==> src/rtl/clk_div_ctrl.sv <==
// clk_div_ctrl: programmable divide-by-N output with start/stop sequencing and
// period-boundary divisor updates. Define DIV_PERIOD_CNT_EN to add period_cnt_o.
module clk_div_ctrl #(
    parameter int W           = 8,
    parameter int DEFAULT_DIV = 2
) (
    input  logic         clk_i,
    input  logic         rst_i,
    input  logic         cfg_valid_i,
    output logic         cfg_ready_o,
    input  logic [W-1:0] cfg_div_i,
    input  logic         start_i,
    input  logic         stop_i,
    output logic         out_d_o,
    output logic         tick_o,
    output logic         busy_o,
    output logic [W-1:0] div_cur_o
`ifdef DIV_PERIOD_CNT_EN
    ,
    output logic [15:0]  period_cnt_o
`endif
);

    typedef enum logic [1:0] {
        IDLE  = 2'd0,
        RUN   = 2'd1,
        DRAIN = 2'd2
    } state_t;

    function automatic logic [W-1:0] clamp_div(input logic [W-1:0] d);
        if (d < W'(2)) begin
            clamp_div = W'(2);
        end else begin
            clamp_div = d;
        end
    endfunction

    function automatic logic [W:0] half_ceil(input logic [W-1:0] n);
        half_ceil = ({1'b0, n} + {{W{1'b0}}, 1'b1}) >> 1;
    endfunction

    state_t       state_q, state_d;
    logic [W-1:0] cnt_q, cnt_d;
    logic [W-1:0] div_q, div_d;
    logic         pend_q, pend_d;
    logic [W-1:0] pval_q, pval_d;
    logic         out_q, out_d;
    logic         tick_q, tick_d;
    logic         busy_q, busy_d;
    logic         ready_q, ready_d;
    logic         xfer_s;
    logic         wrap_s;
    logic         go_s;

    assign xfer_s = cfg_valid_i && ready_q;
    assign wrap_s = (state_q != IDLE) && (cnt_q == div_q - W'(1));
    assign go_s   = (state_q == IDLE) && start_i && !stop_i;

    // Next-state, counter and divisor-update logic; outputs derive from the next state.
    always_comb begin
        state_d = state_q;
        cnt_d   = cnt_q;
        div_d   = div_q;
        pend_d  = pend_q;
        pval_d  = pval_q;
        case (state_q)
            IDLE: begin
                cnt_d = '0;
                if (xfer_s) begin
                    div_d = clamp_div(cfg_div_i);
                end else begin
                    div_d = div_q;
                end
                if (go_s) begin
                    state_d = RUN;
                end else begin
                    state_d = IDLE;
                end
            end
            RUN, DRAIN: begin
                if (wrap_s) begin
                    cnt_d = '0;
                end else begin
                    cnt_d = cnt_q + W'(1);
                end
                // A value accepted on a wrap edge waits for the following wrap.
                if (wrap_s && pend_q) begin
                    div_d  = pval_q;
                    pend_d = 1'b0;
                end else begin
                    div_d  = div_q;
                end
                if (xfer_s) begin
                    pend_d = 1'b1;
                    pval_d = clamp_div(cfg_div_i);
                end else begin
                    pval_d = pval_q;
                end
                if (state_q == RUN) begin
                    if (stop_i) begin
                        state_d = DRAIN;
                    end else begin
                        state_d = RUN;
                    end
                end else if (wrap_s) begin
                    state_d = IDLE;
                    if (pend_d) begin
                        div_d  = pval_d;
                        pend_d = 1'b0;
                    end else begin
                        div_d  = div_d;
                    end
                end else begin
                    state_d = DRAIN;
                end
            end
            default: begin
                state_d = IDLE;
                cnt_d   = '0;
                pend_d  = 1'b0;
            end
        endcase
        busy_d  = (state_d != IDLE);
        tick_d  = busy_d && (cnt_d == '0);
        out_d   = busy_d && ({1'b0, cnt_d} < half_ceil(div_d));
        ready_d = (state_d == IDLE) || !pend_d;
    end

    // State and registered-output flops.
    always_ff @(posedge clk_i or posedge rst_i) begin
        if (rst_i) begin
            state_q <= IDLE;
            cnt_q   <= '0;
            div_q   <= W'(DEFAULT_DIV);
            pend_q  <= 1'b0;
            pval_q  <= W'(DEFAULT_DIV);
            out_q   <= 1'b0;
            tick_q  <= 1'b0;
            busy_q  <= 1'b0;
            ready_q <= 1'b1;
        end else begin
            state_q <= state_d;
            cnt_q   <= cnt_d;
            div_q   <= div_d;
            pend_q  <= pend_d;
            pval_q  <= pval_d;
            out_q   <= out_d;
            tick_q  <= tick_d;
            busy_q  <= busy_d;
            ready_q <= ready_d;
        end
    end

    assign cfg_ready_o = ready_q;
    assign out_d_o     = out_q;
    assign tick_o      = tick_q;
    assign busy_o      = busy_q;
    assign div_cur_o   = div_q;

`ifdef DIV_PERIOD_CNT_EN
    logic [15:0] pcnt_q, pcnt_d;

    // Completed-period counter, restarted by each start.
    always_comb begin
        pcnt_d = pcnt_q;
        if (go_s) begin
            pcnt_d = 16'd0;
        end else if (wrap_s) begin
            pcnt_d = pcnt_q + 16'd1;
        end else begin
            pcnt_d = pcnt_q;
        end
    end

    // Period counter flop.
    always_ff @(posedge clk_i or posedge rst_i) begin
        if (rst_i) begin
            pcnt_q <= 16'd0;
        end else begin
            pcnt_q <= pcnt_d;
        end
    end

    assign period_cnt_o = pcnt_q;
`endif

endmodule

==> config.mk <==
export PLATFORM = sky130hd
export DESIGN_NAME = clk_div_ctrl
export DESIGN_NICKNAME = d
export VERILOG_FILES = /design/src/rtl/clk_div_ctrl.sv
export SDC_FILE = /design/constraint.sdc
export NUM_CORES = 1
export LEC_CHECK = 0
export ABC_AREA = 1
export CORE_MARGIN = 4
export CORE_UTILIZATION = 52
export DETAILED_ROUTE_END_ITERATION = 16
export PLACE_DENSITY = 0.84
export SYNTH_ARGS = -nofsm -noshare
export SYNTH_HDL_FRONTEND = slang
export SYNTH_SLANG_ARGS = --single-unit
==> constraint.sdc <==
create_clock -name clk_i -period 3 [get_ports clk_i]
set_input_delay 0.9 -clock clk_i [delete_from_list [all_inputs] [get_ports clk_i]]
set_output_delay 0.9 -clock clk_i [all_outputs]
set_load 0.01 [all_outputs]
==> results of run 1 <==
worst reg2reg max path: stages (launching register included):
cell      delay, ns
dfstp_2        0.54
inv_2          0.05
ha_4           0.27
nor2_2         0.06
nor2_4         0.13
nand3_2        0.11
nor2_4         0.16
nand2_2        0.09
nor2_4         0.14
nand3_4        0.11
nand2_2        0.10
nand3_2        0.09
o21ai_2        0.12
nand2_2        0.10
nand2_2        0.11
ha_4           0.16
nand3_4        0.07
nor2_4         0.12
nand2_2        0.08
nor2_4         0.14
nand2_2        0.07
nand2_2        0.07
ha_4           0.20
a21oi_2        0.15
o211ai_1       0.12
a21oi_1        0.17
per-layer routing:
metal	wire length (µm)	share of wire (%)	vias up	GRT usage, %
li1	-	-	1360	-
met1	3260	38	1356	31.8
met2	4270	50	175	48.4
met3	608	7.1	46	5.68
met4	418	4.9	0	12.5
met5	0	0	-	0
registers in the layout, indices dropped and copies added, names as in the netlist:
register	flops
cfg_ready_o	1
state_q	2
pend_q	1
pval_q	8
div_cur_o	8
cnt_q	8
busy_o	1
tick_o	1
out_d_o	1
cell families after synthesis:
family	Yosys count	share of synthesized area (%)
XOR/XNOR	9	3.11
flip-flops	31	30.8
buffers and inverters	61	9.58
AND/OR/NAND/NOR	203	38.4
multiplexers	1	0.395
AO/OA/AOI/OAI	50	11.4
adder cells (fa/ha/maj)	13	6.42
cells in the final DEF (no fill, tap or decap), types with 3 or more instances in the layout:
master / netlist / final
a21oi_1: 15 / 13
a21oi_2: 1 / 3
buf_4: 0 / 69
clkbuf_8: 0 / 6
clkdlybuf4s50_1: 0 / 24
dfrtp_1: 28 / 28
dfstp_2: 3 / 3
ha_1: 13 / 9
ha_4: 0 / 4
inv_1: 45 / 42
inv_2: 8 / 11
nand2_1: 106 / 97
nand2_2: 10 / 19
nand3_1: 24 / 20
nand3_2: 2 / 4
nand3_4: 3 / 5
nand4_1: 6 / 6
nor2_1: 32 / 30
nor2_2: 5 / 4
nor2_4: 4 / 7
nor3_1: 3 / 3
o211ai_1: 4 / 4
o21ai_0: 19 / 18
o21ai_2: 3 / 5
xnor2_1: 4 / 4
xor2_1: 5 / 5
through the flow:
stage | instances | setup TNS, ns
after CTS | 528 | -0.439
final | 530 | -0.655
after floorplan | 368 | -0.272
after global routing | 530 | -0.880
after global placement | 517 | -0.591
after detailed placement | 517 | -0.788
path summary, 6_finish.rpt:
check                           slack (ns)         end  depth (start not counted)
worst min-delay path                  0.52   pval_q[3]                          2
worst min register to register        0.52   pval_q[3]                          2
max in group asynchronous             1.69   pval_q[1]                          3
worst max register to register       -0.58     out_d_o                         25
min in group asynchronous             0.98  state_q[1]                          3
worst max-delay path                 -0.65     out_d_o                         18
Yosys cell counts, drive strengths merged:
library cell	count	area, µm²
a211oi	2	15.0
a21oi	16	83.8
a31oi	2	12.5
and3	1	6.26
buf	3	21.3
clkbuf	4	18.8
clkinv	1	3.75
dfrtp	28	701
dfstp	3	78.8
ha	13	163
inv	53	199
mux2i	1	10.0
nand2	117	472
nand3	29	193
nand4	6	37.5
nor2	42	216
nor3	3	15.0
nor3b	1	7.51
nor4	2	12.5
o211ai	4	30.0
o21ai	24	131
o21bai	2	15.0
or2	2	12.5
xnor2	4	35.0
xor2	5	43.8
area by class of cell:
type | count | area (µm²) | area share [%]
sequential | 31 | 779 | 21.6
clock buffer | 6 | 82.6 | 2.29
timing repair buffer | 94 | 769 | 21.3
tap | 67 | 83.8 | 2.32
clock inverter | 2 | 35.0 | 0.970
multi-input combinational | 276 | 1660 | 45.9
inverter | 54 | 203 | 5.61
timing repair:
item,CTS,global route
hold buffers,0,0
hold endpoints to repair,0,0
gates resized for setup,9,17
buffers inserted,3,2
pin swaps,10,17
setup endpoints to repair,1,1
report_power, final:
part / switching [mW] / total (mW) / internal [mW]
logic: 1.67 / 2.93 / 1.27
registers: 0.134 / 0.733 / 0.598
clock network: 0.175 / 0.444 / 0.269
total: 1.98 / 4.11 / 2.14
==> flow_metrics.py, run 1 <==
metrics = {
    "detailed_routing": {
        "wl_per_cell_um": 16.1,
        "drt_iter0_markers": 226,
        "via_count": 2937,
        "viasPerCell": 5.54,
        "postRouteAntennaNets": 0,
        "drt-total-wl_um": 8550,
        "drc_errors": 0,
        "drt_first_pass_iters": 5,
    },
    "final_layout": {
        "final_util_pct": 76.5,
        "stdcell_area_um2": 3610,
        "nets": 488,
        "area_growth_pct": 42.6,
        "nFillCells": 313,
        "diodes": 0,
        "drive_above_1_share_pct": 31.7,
    },
    "floorplan": {
        "die_y_um": 77.8,
        "core_area_um2": 4720,
        "fp-row-count": 25,
        "start_util_pct": 53.6,
        "dieArea_um2": 6050,
        "ios": 25,
        "die_x_um": 77.8,
    },
    "timing": {
        "fin_ws_ns": -0.655,
        "relSlewSlack_pct": 54.0,
        "post-route-period-util_pct": 122,
        "rsz0062_at_grt": "yes",
        "skew_ns": 0.00263,
        "max_freq_ghz": 0.274,
        "hold_viol": 0,
        "timing.hold.ws_ns": 0.517,
        "slew_violations": 0,
        "setup_violations": 1,
        "post-route-min-period_ns": 3.65,
        "tightest_slew_ns": 0.685,
    },
    "placement": {
        "post-place-ws_ns": -0.788,
        "placed_area_um2": 3350,
        "place.gp.congestion": 0.957,
        "io_buffers": 24,
        "dp_hpwl_um": 5950,
    },
    "worst_setup_path": {
        "crit_start": "cfg_valid_i",
        "crit_path_max_fanout": 9,
        "critPathMaxStageDelay_ns": 0.57,
        "arrival_ns": 3.87,
        "crit_family": "simple AND/OR/NAND/NOR gates",
        "cpMostUsedCell": "nand2_2",
        "critPathLaunchType": "primary input",
        "cp-end-kind": "flip-flop",
        "reg2reg_from": "div_cur_o[1]",
        "path_class": "primary input to flip-flop",
        "crit_buf_inv": 2,
        "crit_path_top_delay_cell": "nor3_1",
        "cp.required_ns": 3.22,
        "path_cells": "clkdlybuf4s50_1 > nand2_1 > buf_4 > nor3_1 > o21ai_0 > nand2_1 > nand2_2 > ha_4 > nand3_4 > nor2_4 > nand2_2 > nor2_4 > nand2_2 > nand2_2 > ha_4 > a21oi_2 > o211ai_1 > a21oi_1",
    },
    "run_status": {
        "status": "complete, but fails checks",
        "violations": "setup timing",
    },
    "grt": {
        "grt_first_pass_wirelength_um": 13100,
        "first_global_vias": 2835,
        "grt-ovfl-total": 0,
        "track_usage_pct": 27.5,
        "grt_start_max_net_pins": 32,
        "antenna_found_initial": 0,
    },
    "clock_tree": {
        "max-clock-path-buffers": 2,
        "cts.sinks": 31,
        "htreeDepth": 2,
        "cts_tree": "done",
        "path_clk_slew_ns": 0.07,
        "root_buffer": "clkbuf_8",
        "cts_buffers": 5,
        "worstSkewPairLatency_ns": 0.29,
    },
    "logic_synthesis": {
        "syn_nets": 394,
        "synthCells": 368,
        "seq_area_frac_synth_pct": 30.8,
        "syn_area_per_cell_um2": 6.89,
        "yosys_warnings": 0,
        "syn_area_um2": 2530,
        "ys_ff_latch": 31,
        "synth.distinct_cells": 39,
    },
    "hold_path": {
        "min_path_type": "flip-flop to flip-flop",
        "worstHoldStart": "pval_q[3]",
    },
    "power": {
        "power_leakage_nw": 1.81,
        "peakVddDrop_mv": 0.645,
        "power.density_nw_per_um2": 1140,
        "total_power_mw": 4.11,
    },
    "job": {
        "maxCapViolCount": 0,
    },
}
Power figures use the tool's default switching activity.
==> run 2, diff against run 1 <==
--- a/config.mk
+++ b/config.mk
@@ -10,6 +10,7 @@
 export CORE_UTILIZATION = 52
 export DETAILED_ROUTE_END_ITERATION = 16
 export PLACE_DENSITY = 0.84
+export SLEW_MARGIN = 20
 export SYNTH_ARGS = -nofsm -noshare
 export SYNTH_HDL_FRONTEND = slang
 export SYNTH_SLANG_ARGS = --single-unit
==> results of run 2 <==
The final DEF is identical to that of run 1; final timing and power are the same.
==> RTL edit 1 (flow settings as in run 2) <==
The option `DIV_PERIOD_CNT_EN` is turned on by a define.
--- a/src/rtl/clk_div_ctrl.sv
+++ b/src/rtl/clk_div_ctrl.sv
@@ -2,2 +2,4 @@
 // period-boundary divisor updates. Define DIV_PERIOD_CNT_EN to add period_cnt_o.
+`define DIV_PERIOD_CNT_EN
+
 module clk_div_ctrl #(
Check against the original RTL (old outputs only; new: period_cnt_o): equivalent (Yosys induction, for registers that start in step).
==> RTL edit 1 against run 2 <==
The flow still finishes with violations (setup timing). Total power increased by 18%. Final area increased by 31%. Area after synthesis increased by 37%. Routed wire length increased by 18%. Sequential power increased by 36%. Clock power decreased by 7.4%. Worst setup slack improved by 0.33 ns. Sequential cell count increased by 16.
==> RTL edit 1: results (changes against run 2) <==
The count of antenna-violating nets left after detailed routing came out at 0 (unchanged). The share of total power consumed by net switching came out at 46.6% (-1.4 points). The run finished, with violations left. The longest individual stage delay on the worst path is between 0.5 and 0.6 ns. The tightest min-delay check is of the reg2reg type. The warning count from the yosys run was 0 (unchanged). The initial antenna violation count was 0 (unchanged). The clock edge transition at the registers on the reported setup and hold paths came out at 0.09 ns (+0.02 ns). The total CTS buffers is 5 (unchanged).

The sequential element share of the synthesized area came to 33.9% (+3.2 points). The net total in the final layout is 619 (+27%). The total setup violations reported at the end of the flow is 1 (unchanged). The clock insertion delay at the later pin of the skew report is 0.31 ns (+0.02 ns). The H-tree level count came out at 2 (unchanged). The number of buffers on the longest clock path came out at 2 (unchanged).

The final reports fail on setup timing. The post-placement setup slack came out at -0.619 ns (+0.168 ns). The post-synthesis cell count came out at 482 (+31%). Sorting the synthesized cells by how often they occur yields sky130_fd_sc_hd__nand2_1 (118), sky130_fd_sc_hd__inv_1 (60), sky130_fd_sc_hd__nor2_1 (58), sky130_fd_sc_hd__dfrtp_1 (44), sky130_fd_sc_hd__nand3_1 (26).

The routability congestion estimate came out at 0.903 (-5.6%). The share of synthesized flip-flops with an asynchronous set or reset was 100% (unchanged). The setup TNS after final layout is -0.329 ns (+0.326 ns). The leftover overflow at the end of global routing was 0 (unchanged). The first-pass iteration count of the detailed router came to 6 (+1). The data arrival time of the critical path was 3.52 ns (-0.35 ns).

The net count after synthesis came out at 509 (+29%). The mean number of vias per cell came out at 5.68 (+2.5%). The number of buffers added on ports is 40 (+67%). The pin count of the biggest net entering global routing came out at 48 (+50%).

The routed length per placed instance came out at 15.1 um (-6.5%). Broken down by cell family, the worst path's largest delay share belongs to simple AND/OR/NAND/NOR gates. The half-perimeter wire length after detailed placement is 7440 um (+25%). The number of filler cells placed in the layout is 468 (+50%). The tree is rooted in a sky130_fd_sc_hd__clkbuf_8. The maximum fanout count along the critical path came out at 6 (-3). The worst IR drop on VDD is 636 uV (-1.3%). The share of post-route cells with drive strength above 1 came to 26.0% (-5.8 points). The count of antenna diodes in the layout came out at 0 (unchanged). The final worst slack came out at -0.329 ns (+0.326 ns). The clock skew came out at 0.00296 ns (+0.000326 ns). The DRC violation total after the first TritonRoute iteration came out at 294 (+30%). The placed instance area is 4370 um2 (+30%).

Among all flip-flop cells after synthesis, the most frequent one is sky130_fd_sc_hd__dfrtp_1. The actual slew at the worst max-slew pin is 0.617 ns (-0.0682 ns). The overall routed net length came to 10100 um (+18%). The standard cell with the maximum stage delay on the critical path is sky130_fd_sc_hd__dfstp_2. The wire length of the first global-routing pass came out at 16700 um (+28%). Sorting the synthesized cells by area gives the leading types as sky130_fd_sc_hd__dfrtp_1 (32%), sky130_fd_sc_hd__nand2_1 (13%), sky130_fd_sc_hd__inv_1 (6.5%).

The leakage power came out at 2.29 nW (+27%). The count of cell types in the netlist came out at 50 (+28%). The number of instances in the placed design came to 647 (+25%).

The total routing resource utilization after global routing came out at 25.1% (-2.4 points). The number of global-route vias before repair came out at 3673 (+30%). The register with the most flip-flops in the layout has 16 of them.
==> RTL edit 1: cell types whose count changed in the layout (fill, tap and decap cells not counted), moves of 6 or more <==
| cell | change |
|---|---|
| sky130_fd_sc_hd__inv_1 | +13 |
| sky130_fd_sc_hd__o21ai_1 | +6 |
| sky130_fd_sc_hd__clkdlybuf4s50_1 | +16 |
| sky130_fd_sc_hd__dfrtp_1 | +16 |
| sky130_fd_sc_hd__nand2_1 | +13 |
| sky130_fd_sc_hd__o21ai_0 | +6 |
| sky130_fd_sc_hd__nor2_1 | +24 |
| sky130_fd_sc_hd__nand4_1 | +8 |
==> RTL edit 1: cell families (layout without fill, tap and decap cells) <==
group	Yosys count	count (layout)	share of synthesized area (%)
flops	47	47	33.9
buf+inv	77	187	9.39
fa+ha+maj	14	14	5.04
xor+xnor	13	13	3.27
compound gates	67	67	11.6
mux	1	1	0.288
simple gates	263	264	36.5
==> RTL edit 1: cell type report <==
cell class,instances,area [um2],share of cell area [%]
multi-input combinational,359,2150,45.4
sequential,47,1180,24.9
timing repair buffer,115,978,20.6
inverter,64,244,5.15
tap,77,96.3,2.03
clock buffer,7,86.3,1.82
clock inverter,1,5.00,0.106
==> RTL edit 1: path summary, 6_finish.rpt <==
path	from	to	slack, ns	depth (start not counted)
max reg2reg	div_cur_o[1]	out_d_o	-0.33	22
min in group asynchronous	rst_i	state_q[0]	1.07	3
min	pval_q[7]	pval_q[7]	0.54	2
min reg2reg	pval_q[7]	pval_q[7]	0.54	2
max in group asynchronous	rst_i	busy_o	1.52	3
max	div_cur_o[1]	out_d_o	-0.33	22
==> RTL edit 1: what timing repair did <==
action,CTS,global route
setup endpoints to repair,1,5
setup buffers,14,2
gates resized for setup,12,25
pin swaps,15,17
gates cloned,1,0
==> RTL edit 1: power by group through the flow <==
stage | combinational, mW | clock (mW) | sequential (mW)
5_1_grt | 3.74 | 0.445 | 1.02
2_1_floorplan | 1.65 | 0 | 1.01
6_report | 3.42 | 0.411 | 1.00
3_5_place_dp | 2.79 | 0 | 1.00
3_3_place_gp | 2.69 | 0 | 0.995
4_1_cts | 3.17 | 0.411 | 0.993
==> RTL edit 1: per-layer routing <==
| metal | GRT usage [%] | vias to the layer above | wire (um) | part of all wire (%) |
|---|---|---|---|---|
| met5 | 0 | - | 0 | 0 |
| met4 | 13.2 | 0 | 328 | 3.2 |
| met3 | 4.42 | 38 | 844 | 8.4 |
| met2 | 42.8 | 198 | 5020 | 50 |
| met1 | 30.2 | 1773 | 3910 | 39 |
| li1 | - | 1797 | - | - |
==> RTL edit 2 (config.mk and constraints of run 2) <==
Without the edit above. The 3 states of `state_t` get a one-hot encoding in 3 bits.
--- a/src/rtl/clk_div_ctrl.sv
+++ b/src/rtl/clk_div_ctrl.sv
@@ -23,6 +23,6 @@
 
-    typedef enum logic [1:0] {
-        IDLE  = 2'd0,
-        RUN   = 2'd1,
-        DRAIN = 2'd2
+    typedef enum logic [2:0] {
+        IDLE  = 3'b001,
+        RUN   = 3'b010,
+        DRAIN = 3'b100
     } state_t;
Formal check against the unedited RTL: same outputs for any inputs over 10 cycles, from zero or initial values and one cycle with rst_i high; not proved beyond that.
==> RTL edit 2 against run 2 <==
The run still ends with setup timing left. Final area fell by 1.4%. Critical path depth rose by 7. Sequential cell count rose by 1. Clock power fell by 6.5%. Routed wire length fell by 5.2%. Worst setup slack improved by 0.17 ns. Total power fell by 36%. Combinational power fell by 46%. Area after synthesis fell by 3.2%. Via count fell by 0.17%. Highest routed layer unchanged.
==> RTL edit 2: results (changes against run 2) <==
In the post-synthesis netlist, the biggest area contributors are sky130_fd_sc_hd__dfrtp_1 (29%), sky130_fd_sc_hd__nand2_1 (16%), sky130_fd_sc_hd__inv_1 (8.9%). The total setup violations reported at the end of the flow was 1 (unchanged). The maximum fanout count along the critical path came out at 3 (-6). The final worst slack is -0.481 ns (+0.174 ns). The wire length of the first global-routing pass is 12700 um (-2.9%). The power density over the cells is 735 nW/um2 (-35%). The number of instances in the placed design is 508 (-1.7%). The share of post-route cells with drive strength above 1 is 28.7% (-3.1 points).

The relative contribution of combinational cells to total power is 59.7% (-12 points). The leakage power is 1.83 nW (+1.2%). The final cell count without fillers is 523 (-1.3%). The number of global-route vias before repair came out at 2771 (-2.3%). The pin count of the biggest net entering global routing was 33 (+3.1%). The slowest stage of the critical path belongs to the cell sky130_fd_sc_hd__dfstp_2. The met2 layer usage reported by global route came out at 44.5% (-3.9 points). The total setup buffers inserted after CTS came out at 5 (+2). The met3 wire length is 667 um (+9.7%).

The area share of fa/ha/maj cells after synthesis is 5.10% (-1.3 points). The actual slew at the worst max-slew pin came out at 0.542 ns (-0.144 ns). The detailed-route via count came to 2932 (-0.17%). The post-placement setup slack came out at -0.652 ns (+0.135 ns). The final reports fail on setup timing. The run finished, with violations left. The overall routed net length came out at 8110 um (-5.2%). The routability congestion estimate is 0.983 (+2.7%). The clock skew came out at 0.00387 ns (+0.00124 ns).

The data arrival time of the critical path came to 3.70 ns (-0.17 ns). The count of cell types in the netlist came out at 32 (-18%). The share of total power in sequential cells is 24.4% (+6.6 points). The post-cts gate resize count is 14 (+5). The sequential element share of the synthesized area came out at 32.8% (+2.1 points).
## RTL edit 2: cell types whose count changed in the layout (fill, tap and decap cells not counted), sizes merged, moves of 4 or more
cell / delta
inv: +6
buf: +5
nand2: -5
a21oi: -4
## RTL edit 2: area by class of cell
type	instances	area [um2]	share of cell area, %
Clock buffer	6	72.6	2.04
Clock inverter	2	35.0	0.983
Inverter	59	221	6.21
Multi-Input combinational cell	273	1560	43.8
Sequential cell	32	807	22.6
Tap cell	52	65.1	1.83
Timing Repair Buffer	99	803	22.5
## RTL edit 2: final timing paths
check	start	to	slack (ns)	depth (start not counted)
worst max register to register	div_cur_o[1]	out_d_o	-0.48	25
worst max-delay path	div_cur_o[1]	out_d_o	-0.48	25
worst min register to register	pval_q[1]	pval_q[1]	0.51	2
max in group asynchronous	rst_i	div_cur_o[1]	1.67	3
min in group asynchronous	rst_i	pval_q[6]	0.99	3
worst min-delay path	pval_q[1]	pval_q[1]	0.51	2
